**src/rtl/nonce_arbiter.sv**
```systemverilog
// rtl/nonce_arbiter.sv - per-core golden-nonce capture, round-robin arbiter and show-ahead output FIFO
module nonce_arbiter #(
  parameter int CORE_BITS = 2,
  parameter int FIFO_BITS = 2,
  localparam int NUM_CORES = 2**CORE_BITS,
  localparam int FIFO_DEPTH = 2**FIFO_BITS
) (
  input  logic                      clk,
  input  logic                      reset_n,
  input  logic [NUM_CORES-1:0]      core_match,
  input  logic [32*NUM_CORES-1:0]   core_nonce,
  input  logic                      flush,
  output logic                      out_valid,
  output logic [31:0]               out_nonce,
  output logic [CORE_BITS-1:0]      out_core,
  input  logic                      out_ready,
  output logic [FIFO_BITS:0]        fifo_level,
  output logic [7:0]                drop_count
);

  localparam int ENTRY_W = CORE_BITS + 32;

  logic [NUM_CORES-1:0] pend;
  logic [31:0]          hold [NUM_CORES];
  logic [CORE_BITS-1:0] last;

  logic [ENTRY_W-1:0]   fifo_mem [FIFO_DEPTH];
  logic [FIFO_BITS-1:0] wr_ptr;
  logic [FIFO_BITS-1:0] rd_ptr;
  logic [FIFO_BITS:0]   level_next;
  logic [ENTRY_W-1:0]   head;

  logic                 full;
  logic                 pop;
  logic                 grant_any;
  logic [CORE_BITS-1:0] grant_idx;
  logic [CORE_BITS-1:0] cand;
  logic                 do_grant;
  logic [NUM_CORES-1:0] gnt_vec;
  logic [NUM_CORES-1:0] drop_vec;
  logic [15:0]          drop_num;
  logic [15:0]          drop_sum;

  assign full = (fifo_level == (FIFO_BITS+1)'(FIFO_DEPTH));
  assign pop  = out_valid & out_ready & ~flush;

  // Scan starts one past the last winner so every pending core is served within NUM_CORES grants.
  always_comb begin
    grant_any = 1'b0;
    grant_idx = '0;
    cand      = '0;
    for (int k = 1; k <= NUM_CORES; k++) begin
      cand = last + CORE_BITS'(k);
      if (!grant_any && pend[cand]) begin
        grant_any = 1'b1;
        grant_idx = cand;
      end
    end
  end

  assign do_grant = grant_any & (~full | pop) & ~flush;
  assign gnt_vec  = do_grant ? (NUM_CORES'(1) << grant_idx) : '0;
  assign drop_vec = core_match & pend & ~gnt_vec & {NUM_CORES{~flush}};

  always_comb begin
    drop_num = '0;
    for (int i = 0; i < NUM_CORES; i++) begin
      drop_num = drop_num + 16'(drop_vec[i]);
    end
    drop_sum = 16'(drop_count) + drop_num;
  end

  always_ff @(posedge clk or negedge reset_n) begin
    if (!reset_n) begin
      pend <= '0;
      for (int i = 0; i < NUM_CORES; i++) begin
        hold[i] <= '0;
      end
    end else if (flush) begin
      pend <= '0;
    end else begin
      for (int i = 0; i < NUM_CORES; i++) begin
        if (core_match[i] && (!pend[i] || gnt_vec[i])) begin
          pend[i] <= 1'b1;
          hold[i] <= core_nonce[32*i +: 32];
        end else if (gnt_vec[i]) begin
          pend[i] <= 1'b0;
        end
      end
    end
  end

  always_ff @(posedge clk or negedge reset_n) begin
    if (!reset_n) begin
      last       <= '1;
      drop_count <= '0;
    end else begin
      if (do_grant) begin
        last <= grant_idx;
      end
      drop_count <= (drop_sum > 16'd255) ? 8'd255 : drop_sum[7:0];
    end
  end

  always_comb begin
    level_next = fifo_level;
    if (do_grant && !pop) begin
      level_next = fifo_level + 1'b1;
    end else if (pop && !do_grant) begin
      level_next = fifo_level - 1'b1;
    end
  end

  // Storage needs no reset: the head is masked whenever the FIFO is empty.
  always_ff @(posedge clk) begin
    if (do_grant) begin
      fifo_mem[wr_ptr] <= {grant_idx, hold[grant_idx]};
    end
  end

  always_ff @(posedge clk or negedge reset_n) begin
    if (!reset_n) begin
      wr_ptr     <= '0;
      rd_ptr     <= '0;
      fifo_level <= '0;
      out_valid  <= 1'b0;
    end else if (flush) begin
      wr_ptr     <= '0;
      rd_ptr     <= '0;
      fifo_level <= '0;
      out_valid  <= 1'b0;
    end else begin
      if (do_grant) begin
        wr_ptr <= wr_ptr + 1'b1;
      end
      if (pop) begin
        rd_ptr <= rd_ptr + 1'b1;
      end
      fifo_level <= level_next;
      out_valid  <= (level_next != '0);
    end
  end

  assign head      = fifo_mem[rd_ptr];
  assign out_nonce = out_valid ? head[31:0] : '0;
  assign out_core  = out_valid ? head[32 +: CORE_BITS] : '0;

endmodule

```
**config.mk**
```make
export PLATFORM = sky130hd
export DESIGN_NAME = nonce_arbiter
export DESIGN_NICKNAME = d
export VERILOG_FILES = /design/src/rtl/nonce_arbiter.sv
export SDC_FILE = /design/constraint.sdc
export NUM_CORES = 1
export LEC_CHECK = 0
export CORE_MARGIN = 1.5
export CORE_UTILIZATION = 45
export DETAILED_ROUTE_END_ITERATION = 8
export PLACE_DENSITY = 0.68
export SLEW_MARGIN = 15
export SYNTH_ARGS = -nofsm -noshare
export SYNTH_HDL_FRONTEND = slang
export SYNTH_SLANG_ARGS = --single-unit
```
**constraint.sdc**
```tcl
create_clock -name clk -period 4.38 [get_ports clk]
set_input_delay 0.657 -clock clk [delete_from_list [all_inputs] [get_ports clk]]
set_output_delay 0.657 -clock clk [all_outputs]
set_load 0.05 [all_outputs]
```
# [Yosys cells after proc, flatten, opt, wreduce, memory -nomap -nowiden]
# Memory sizes are Yosys's and may differ from the RTL's.
# Cells that the tools add are included.
[word_totals] regBits=150 n_memories=1 input_bits=136 elab_cells=121 ram_bits=136
[op_classes] eq_ne=1 addsub=11 magnitude_cmp=6 bitwise=12 reduce_logical=33 muxes=42 n_shift=1
[mem_list] name="fifo_mem" depth=4 word_bits=34 rd=1 rd_clocked_by_memory_dff=0 wr=1 line_no="27" source="logic [ENTRY_W-1:0] fifo_mem [FIFO_DEPTH];"
[op_table] op="$mux W32" count=3
[op_table] op="$bmux W32 S2" count=1
[op_table] op="$mux W1" count=19
[op_table] op="$mux W2" count=9
[op_table] op="$reduce_bool A3 Y1" count=5
[op_table] op="$and A4 B4 Y4" count=3
[op_table] op="$lt A2 B3 Y1 const B" count=4
[op_table] op="$add A8 B4 Y9" count=1
[op_table] op="$gt A9 B8 Y1 const B" count=1
[op_table] op="$logic_and A1 B1 Y1" count=9
[op_table] op="$logic_not A1 Y1" count=9
[op_table] op="$mux W3" count=3
[op_table] op="$bmux W1 S2" count=4
[op_table] op="$mux W4" count=2
[op_table] op="$mux W8" count=1
[op_table] op="$reduce_and A2 Y1" count=4
[op_table] op="$add A2 B1 Y2 const B" count=3
[op_table] op="$add A2 B2 Y2 const B" count=2
[op_table] op="$add A3 B1 Y4" count=1
[op_table] op="$and A1 B1 Y1" count=4
[op_table] op="$logic_or A1 B1 Y1" count=4
[op_table] op="$not A4 Y4" count=1
[op_table] op="$reduce_bool A2 Y1" count=2
[op_table] op="$shl A1 B2 Y4 const A" count=1
[op_table] op="9 further kinds" count=10

# [Longest topological paths before layout]
# Gate-level depths: netlist of the first run.
[depth] ltp_word=25 ltp_mapped=15 depth_no_buf=14

# [Least setup slack after synthesis of the first run]
# OpenSTA, ideal clock, no wires.
[synth_timing] path_type="register to register" start="reg fifo_level[1]" end="reg drop_count[0]" setup_slack_ns=0.712 t_arrival_ns=3.543 required_ns=4.255 setup_ns=0.125 period_less_slack_ns=3.668 stages_incl_launch_ff=14 cell_sequence="dfrtp_1 > inv_1 > ha_1 > nand2_1 > a21oi_2 > o31ai_1 > or3_1 > fa_1 > inv_1 > fa_1 > fa_1 > and2_1 > nand3_1 > nand2b_1"
[synth_via] elab_chain_len=15
[synth_rtl] element="start: declaration" line_no="17" source="output logic [FIFO_BITS:0] fifo_level,"
[synth_rtl] element="start signal: assignment" line_no="139" source="fifo_level <= level_next;"
[synth_rtl] element="$eq A3 B3 Y1 (*)" line_no="44" source="assign full = (fifo_level == (FIFO_BITS+1)'(FIFO_DEPTH));"
[synth_rtl] element="$not A1 Y1 (*)" line_no="61" source="assign do_grant = grant_any & (~full | pop) & ~flush;"
[synth_rtl] element="$or A1 B1 Y1 (*)" line_no="61"
[synth_rtl] element="$and A1 B1 Y1 (*) (2 in a row)" line_no="61"
[synth_rtl] element="$mux W4 (*)" line_no="62" source="assign gnt_vec = do_grant ? (NUM_CORES'(1) << grant_idx) : '0;"
[synth_rtl] element="$not A4 Y4 (*)" line_no="63" source="assign drop_vec = core_match & pend & ~gnt_vec & {NUM_CORES{~flush}};"
[synth_rtl] element="$and A4 B4 Y4 (*) (2 in a row)" line_no="63"
[synth_rtl] element="$add A1 B1 Y2" line_no="68" source="drop_num = drop_num + 16'(drop_vec[i]);"
[synth_rtl] element="$add A2 B1 Y3" line_no="68"
[synth_rtl] element="$add A3 B1 Y4 (*)" line_no="68"
[synth_rtl] element="$add A8 B4 Y9 (*)" line_no="70" source="drop_sum = 16'(drop_count) + drop_num;"
[synth_rtl] element="$gt A9 B8 Y1" line_no="101" source="drop_count <= (drop_sum > 16'd255) ? 8'd255 : drop_sum[7:0];"
[synth_rtl] element="$mux W8 (*)" line_no="101"
[synth_rtl] element="end signal: assignment" line_no="101"
[synth_rtl] element="end: declaration" line_no="18" source="output logic [7:0] drop_count"
# Every way passes the cells marked *; elsewhere a longest branch is shown, timed or not.
# A chain may end at the register's enable or synchronous reset.

# [Worst setup path after layout of the first run]
[layout_timing] start="reg pend[3]" end="reg drop_count[3]"
[layout_via] elab_chain_len=24 elab_cells_between_ends=36 classes_between="add/sub (4); order compare (1); shift (1); mux (18); bitwise (6); reduce/logical (6)"
[layout_rtl] element="start: declaration" line_no="23" source="logic [NUM_CORES-1:0] pend;"
[layout_rtl] element="start signal: assignment" line_no="75" source="pend <= '0;"
[layout_rtl] element="start signal: assignment" line_no="80" source="pend <= '0;"
[layout_rtl] element="start signal: indexed assignment" line_no="84" source="pend[i] <= 1'b1;"
[layout_rtl] element="$bmux W1 S2" line_no="54" source="if (!grant_any && pend[cand]) begin"
[layout_rtl] element="$mux W1 (implied by the code)" line_no="54"
[layout_rtl] element="$mux W1" line_no="54"
[layout_rtl] element="$logic_not A1 Y1" line_no="54"
[layout_rtl] element="$logic_and A1 B1 Y1" line_no="54"
[layout_rtl] element="$mux W1" line_no="54"
[layout_rtl] element="$logic_not A1 Y1" line_no="54"
[layout_rtl] element="$logic_and A1 B1 Y1" line_no="54"
[layout_rtl] element="[... 7 more ...]"
[layout_rtl] element="$not A4 Y4" line_no="63"
[layout_rtl] element="$and A4 B4 Y4 (*) (2 in a row)" line_no="63"
[layout_rtl] element="$add A1 B1 Y2" line_no="68"
[layout_rtl] element="$add A2 B1 Y3" line_no="68"
[layout_rtl] element="$add A3 B1 Y4 (*)" line_no="68"
[layout_rtl] element="$add A8 B4 Y9 (*)" line_no="70"
[layout_rtl] element="$gt A9 B8 Y1" line_no="101"
[layout_rtl] element="$mux W8 (*)" line_no="101"
# Every way passes the cells marked *; elsewhere a longest branch is shown, timed or not. The select of a mux whose other input is x is not followed.

==> results of run 1 <==
## cell type report
class	instances	share of cell area
Timing Repair Buffer	203	0.130
Multi-Input combinational cell	508	0.267
Inverter	17	0.00413
Sequential cell	286	0.508
Tap cell	341	0.0276
Clock buffer	40	0.0543
Clock inverter	14	0.00842
## placed cells by master (no fill, tap or decap), drive strengths merged, types with 2 or more instances in the layout
| cell type | count |
|---|---|
| clkdlybuf4s50 | 180 |
| dfrtp | 148 |
| nand2 | 142 |
| edfxtp | 136 |
| mux2 | 128 |
| and2 | 40 |
| clkbuf | 40 |
| and3 | 36 |
| mux4 | 34 |
| a31oi | 33 |
| buf | 23 |
| a21oi | 18 |
| inv | 18 |
| nor2 | 11 |
| clkinv | 10 |
| o21ai | 9 |
| ha | 8 |
| nand3 | 7 |
| xnor2 | 4 |
| xor2 | 4 |
| nor3 | 3 |
| nand2b | 3 |
| o31ai | 3 |
| fa | 3 |
| or3 | 3 |
| nor2b | 2 |
| bufinv | 2 |
| dfstp | 2 |
## cell families (layout without fill, tap and decap cells)
kind of cell / after synthesis / after routing / share of synthesized area
adders and majority gates: 11 / 11 / 0.0131
muxes: 163 / 163 / 0.181
and+or+nand+nor: 254 / 254 / 0.0987
AOI/OAI and AO/OA: 72 / 72 / 0.0372
buffers and inverters: 69 / 274 / 0.0258
DFF: 286 / 286 / 0.639
xor gates and xnor gates: 8 / 8 / 0.00571
## report_power, final
group          internal, mW  leakage [nW]  switching, mW
Sequential             3.54          3.01          0.274
Clock                  1.46         0.476           1.02
Combinational          1.15          2.48           1.64
## how the worst min path moves through the flow
stage / end / slack [ns] / start / cells after the start
floorplan: drop_count[0] / 0.36 / reset_n / 0
global placement: hold[72] / 0.47 / hold[72] / 1
detailed placement: hold[72] / 0.47 / hold[72] / 1
CTS: hold[73] / 0.11 / reset_n / 1
global route: hold[73] / 0.14 / reset_n / 1
finish: hold[73] / 0.09 / reset_n / 1
## state kept, by name, summed over array words and instances (netlist names)
signal and count:
drop_count 8, wr_ptr 2, rd_ptr 2, hold 128, pend 4, fifo_mem 136, last 2, fifo_level 3
out_valid 1
## per-stage QoR
stage           util  instance area (µm²)  hold slack (ns)  total power [mW]  std cells
2_1_floorplan      -                12300            0.361              5.68        863
3_3_place_gp   0.539                14500            0.472              6.62       1355
3_5_place_dp   0.539                14500            0.475              6.69       1355
4_1_cts        0.575                15400            0.114              9.19       1409
5_1_grt        0.575                15400            0.145              9.53       1409
6_report       0.575                15400           0.0894              9.08       1409
## per-layer routing
layer / GRT usage / part of all wire
met5: 0 / 0
met4: 0.0443 / 0.016
met3: 0.0336 / 0.048
met2: 0.350 / 0.50
met1: 0.281 / 0.44
## critical path: cells and delay by family (launching register included)
kind | cells | cell delay (ns)
compound gates | 1 | 0.13
fa+ha+maj | 3 | 1.45
buf+inv | 2 | 0.14
flops | 1 | 0.52
simple gates | 7 | 1.37
==> flow_summary.ini, run 1 <==
[cts]
insertion_delay_ns = 0.55
clock_sinks = 286
cts.path.max_buffers = 3
cts_root_buf = clkbuf_16
cts_setup_buffers = 0
cts_max_level = 1
hold_buffers = 0
clk_pin_slew_ns = 0.06
cts_tree = built
cts_buffers = 29
ctsResizeCount = 0

[synth]
avgSynthCellArea_um2 = 14.2
synth.top_cell.area_share = 0.333
synth_seq_cells = 286
netlist_top_cells_count = 148 x dfrtp_1, 142 x nand2_1, 136 x edfxtp_1
syn_inst = 863
async_flop_share = 0.524
synth_edf_count = 136
yosys_warnings = 0
yosysTopAreaCell = edfxtp_1
synth_area_um2 = 12300
synth_cell_types = 51
synth_area_leaders = edfxtp_1 33%, dfrtp_1 30%, mux2_2 12%
synthesis.nets = 1010
ys_seq_area_frac = 0.639
synth_flop_cell = dfrtp_1
synth.most_common_cell = dfrtp_1

[drt]
first_iter_violations = 408
wl_um = 28200
final_antenna_net_count = 0
drc = 0
viasPerCell = 5.42
vias = 7642
wl_per_cell_um = 20.0
drt_pass1_iterations = 5

[global_route]
grt_pass1_wl_um = 44900
grt-ovfl-total = 0
grt_max_degree = 69
grt_antenna_before_repair = 0
grt.total_usage = 0.206
first_global_vias = 7941

[setup_path]
r2r_slack_ns = 0.65
cp_max_fo = 29
critPathMaxStageDelay_ns = 0.52
crit_end = drop_count[3]
startpoint = pend[3]
crit_arrival_ns = 4.15
worst-r2r-cell-count = 13
r2r-start = pend[3]
crit_type = flip-flop to flip-flop
worst_r2r_endpoint = drop_count[3]
critical_path.cell_chain = or2b_1 > a21oi_1 > or3_4 > inv_2 > nand3_1 > nand3_1 > fa_1 > inv_1 > fa_1 > fa_1 > and2_1 > nand3_1 > nand2_1
required_ns = 4.80
critical_path.endpoint_type = flip-flop
worstSetupStartpointType = flip-flop
cpMaxStageDelayCell = dfrtp_1

[floorplanning]
rows = 60
core_um2 = 26900
initial_utilization = 0.457
die_h_um = 168
die_w_um = 168
io-pin-count = 182
die_area_um2 = 28300

[sta]
setup_ws_ns = 0.651
setup-tns-final_ns = 0
relSlewSlack = 0.342
rsz0062_at_grt = false
worst_pin_slew_ns = 0.983
fin_crit_sh = 0.851
final-hold-violation-count = 0
min_period_ns = 3.73
clock_skew_ns = 0.0138
setup_violations = 0
fmax_mhz = 268
slew_viol_final = 0

[status]
status = complete, no violations

[place]
port_buffers = 181
place_ws_ns = 0.252
gp_congestion = 0.804
dpl.hpwl_um = 18400

[flow_run]
drv.max_cap_violation_count = 0

[finish]
seqCellArea_um2 = 7840
area_growth_pct = 25.9
drive_gt1_frac = 0.230
final_nets = 1192
num_antenna_cells = 0
nFillCells = 2206
multi_input_area_um2 = 4130

[power_and_ir_drop]
ir_drop_mv = 0.369
powerDensity_nw_per_um2 = 588
p_leak_nw = 5.97

[worst_hold_path]
worstHoldPathType = primary input to async pin
Power figures use the tool's default switching activity.
==> run 2: changes to the inputs <==
--- a/config.mk
+++ b/config.mk
@@ -5,10 +5,11 @@
 export SDC_FILE = /design/constraint.sdc
 export NUM_CORES = 1
 export LEC_CHECK = 0
+export ABC_AREA = 1
 export CORE_MARGIN = 1.5
-export CORE_UTILIZATION = 45
+export CORE_UTILIZATION = 55
 export DETAILED_ROUTE_END_ITERATION = 8
-export PLACE_DENSITY = 0.68
+export PLACE_DENSITY = 0.8
 export SLEW_MARGIN = 15
 export SYNTH_ARGS = -nofsm -noshare
 export SYNTH_HDL_FRONTEND = slang
==> run 2 against run 1 <==
Compared with the run above: die area is 12% lower; synthesized cell count is 64% higher; critical path depth is 8 higher; hold slack better by 0.091 ns; synthesized area is 6.9% higher; count of clock-buffer cells in the layout is 12 lower; largest cell class unchanged; highest routed layer unchanged; fmax is 6.8% lower; combinational power is 120% higher; sequential power is 20% higher; clock skew is 0.0043 ns lower; non-clock buffer count is 2 higher; setup slack worse by 0.27 ns.
==> flow_summary.ini, run 2 <==
[power_and_ir_drop]
total_power_mw = 12.8
p_leak_nw = 7.07
seqPwrFrac = 0.356
ir_drop_mv = 0.445
clkPwrFrac = 0.175
power_frac_comb = 0.469
powerDensity_nw_per_um2 = 787
p_sw_mw = 5.45
swShare = 0.426
internal-power_mw = 7.35

[finish]
seqCellArea_um2 = 7840
num_antenna_cells = 0
area_growth_pct = 24.0
layout.cells.most_common = nand2_1
nFillCells = 1696
fin_util = 0.695
drive_gt1_frac = 0.0960
largest_reg_flops = 136
final_nets = 1710
multi_input_area_um2 = 4550
final_cell_mix = 409 x nand2_1, 177 x nor2_1, 171 x nand3_1, 147 x dfrtp_1, 146 x clkdlybuf4s50_1
top_register = fifo_mem
top_regs = fifo_mem x136, hold x128, drop_count x8

[drt]
drt_pass1_iterations = 5
wl_met3_um = 2830
drc = 0
wl_per_cell_um = 17.6
route.met2.wl_um = 15600
top_layer_used = met4
first_iter_violations = 789
viasPerCell = 5.53
final_antenna_net_count = 0
wl_met1_um = 13700
vias = 10500
wl_um = 33400

[floorplanning]
initial_utilization = 0.560
die_area_um2 = 24800
rows = 56
die_w_um = 157
die_h_um = 157
core_um2 = 23400
io-pin-count = 182

[setup_path]
crit_type = flip-flop to flip-flop
cp_max_fo = 10
r2r_slack_ns = 0.38
crit_arrival_ns = 4.39
worstSetupStartpointType = flip-flop
critical_path.endpoint_type = flip-flop
worst_r2r_endpoint = drop_count[6]
required_ns = 4.77
r2r-start = last[0]
worst-r2r-cell-count = 21

[cts]
cts_tree = built
cts_max_level = 1
cts.path.max_buffers = 3
insertion_delay_ns = 0.54
ctsResizeCount = 0
clk_pin_slew_ns = 0.07
cts_buffers = 27
hold_buffers = 0
clock_sinks = 286
cts_setup_buffers = 0
cts_root_buf = clkbuf_16

[place]
port_buffers = 181
dpl.hpwl_um = 21700
gp_congestion = 0.893

[synth]
synth_edf_count = 136
yosysTopAreaCell = edfxtp_1
synth_area_leaders = edfxtp_1 31%, dfrtp_1 28%, nand2_1 12%
syn_inst = 1414
synthesis.nets = 1561
async_flop_share = 0.524
synth.most_common_cell = nand2_1
synth.top_cell.area_share = 0.311
synth_seq_cells = 286
ys_seq_area_frac = 0.598
synth_flop_cell = dfrtp_1
yosys_warnings = 0
synth_area_um2 = 13100
synth_cell_types = 37
avgSynthCellArea_um2 = 9.27
netlist_top_cells_count = 409 x nand2_1, 185 x nor2_1, 171 x nand3_1

[sta]
rsz0062_at_grt = false
worst_pin_slew_ns = 0.869
final-hold-violation-count = 0
setup-tns-final_ns = 0
slew_viol_final = 0
min_period_ns = 4.00
clock_skew_ns = 0.00945
setup_violations = 0
fin_crit_sh = 0.913
fmax_mhz = 250
relSlewSlack = 0.421

[global_route]
first_global_vias = 10000
grt-ovfl-total = 0
grt_antenna_before_repair = 0
grt_max_degree = 96
grt_pass1_wl_um = 52800
grt.total_usage = 0.277

[worst_hold_path]
worstHoldPathType = primary input to async pin

[flow_run]
drv.max_cap_violation_count = 0

[status]
status = complete, no violations
[run 2: cell count changes in the layout (fill, tap and decap cells not counted), sizes merged, moves of 40 or more]
cell / before / now
inv: 18 / 75
nor2: 11 / 189
nand3: 7 / 179
mux2: 128 / 0
and2: 40 / 0
o21ai: 9 / 78
nand2: 142 / 425
[run 2: power groups by stage]
stage | Combinational [mW] | Clock, mW | Sequential, mW
2_1_floorplan | 3.68 | 0 | 4.66
3_3_place_gp | 5.77 | 0 | 4.56
3_5_place_dp | 5.92 | 0 | 4.59
4_1_cts | 5.96 | 2.27 | 4.55
5_1_grt | 6.50 | 2.37 | 4.63
6_report | 6.00 | 2.25 | 4.56
[run 2: worst max-delay path, stage by stage, from the launching register on]
cell     delay (ns)
dfstp_2        0.62
inv_4          0.09
nand2_2        0.09
nand2_2        0.08
nand2_1        0.06
nand2_1        0.08
nor2_4         0.20
nand3_4        0.13
nand3_4        0.10
inv_4          0.07
nand3_2        0.11
nand3_1        0.11
fa_1           0.53
inv_1          0.07
fa_1           0.47
fa_1           0.40
nand2_1        0.08
inv_1          0.05
nand2_1        0.09
nor2_1         0.08
nand4_1        0.22
o21ai_0        0.16
[run 2: worst max path at each step]
stage	cells after the start	to	from	slack [ns]
finish	21	drop_count[6]	last[0]	0.38
global route	21	drop_count[6]	last[0]	0.11
CTS	21	drop_count[6]	last[0]	0.40
detailed placement	19	drop_count[6]	out_ready	0.22
global placement	19	drop_count[4]	out_ready	0.35
floorplan	15	drop_count[2]	flush	0.54
[run 2: area by class of cell]
type / instances / area share
clock inverters: 21 / 0.0104
clock buffers: 28 / 0.0418
flip-flops and latches: 286 / 0.482
repair buffers: 205 / 0.144
multi-input cells: 969 / 0.280
well taps: 319 / 0.0245
inverters: 74 / 0.0174
[run 2: cells by family (layout without fill, tap and decap cells)]
group                    after synthesis  count (layout)  synth area share
adder cells (fa/ha/maj)               11              11            0.0122
flip-flops                           286             286             0.598
AND/OR/NAND/NOR                      800             800             0.262
buffers and inverters                159             328            0.0587
AO/OA/AOI/OAI                        153             153            0.0656
XOR/XNOR                               5               5           0.00334
[run 2: layer usage]
metal	GRT usage	vias to the layer above
li1	-	4945
met1	0.395	4964
met2	0.429	522
met3	0.0352	84
met4	0.119	0
met5	0	-
[run 2: per-stage QoR]
stage / setup WS, ns / cell area [µm²] / std cells / hold slack, ns
floorplan: 0.542 / 13100 / 1414 / 0.361
global placement: 0.355 / 15400 / 1853 / 0.454
detailed placement: 0.216 / 15400 / 1853 / 0.459
CTS: 0.398 / 16300 / 1902 / 0.226
global route: 0.110 / 16300 / 1902 / 0.278
finish: 0.380 / 16300 / 1902 / 0.180
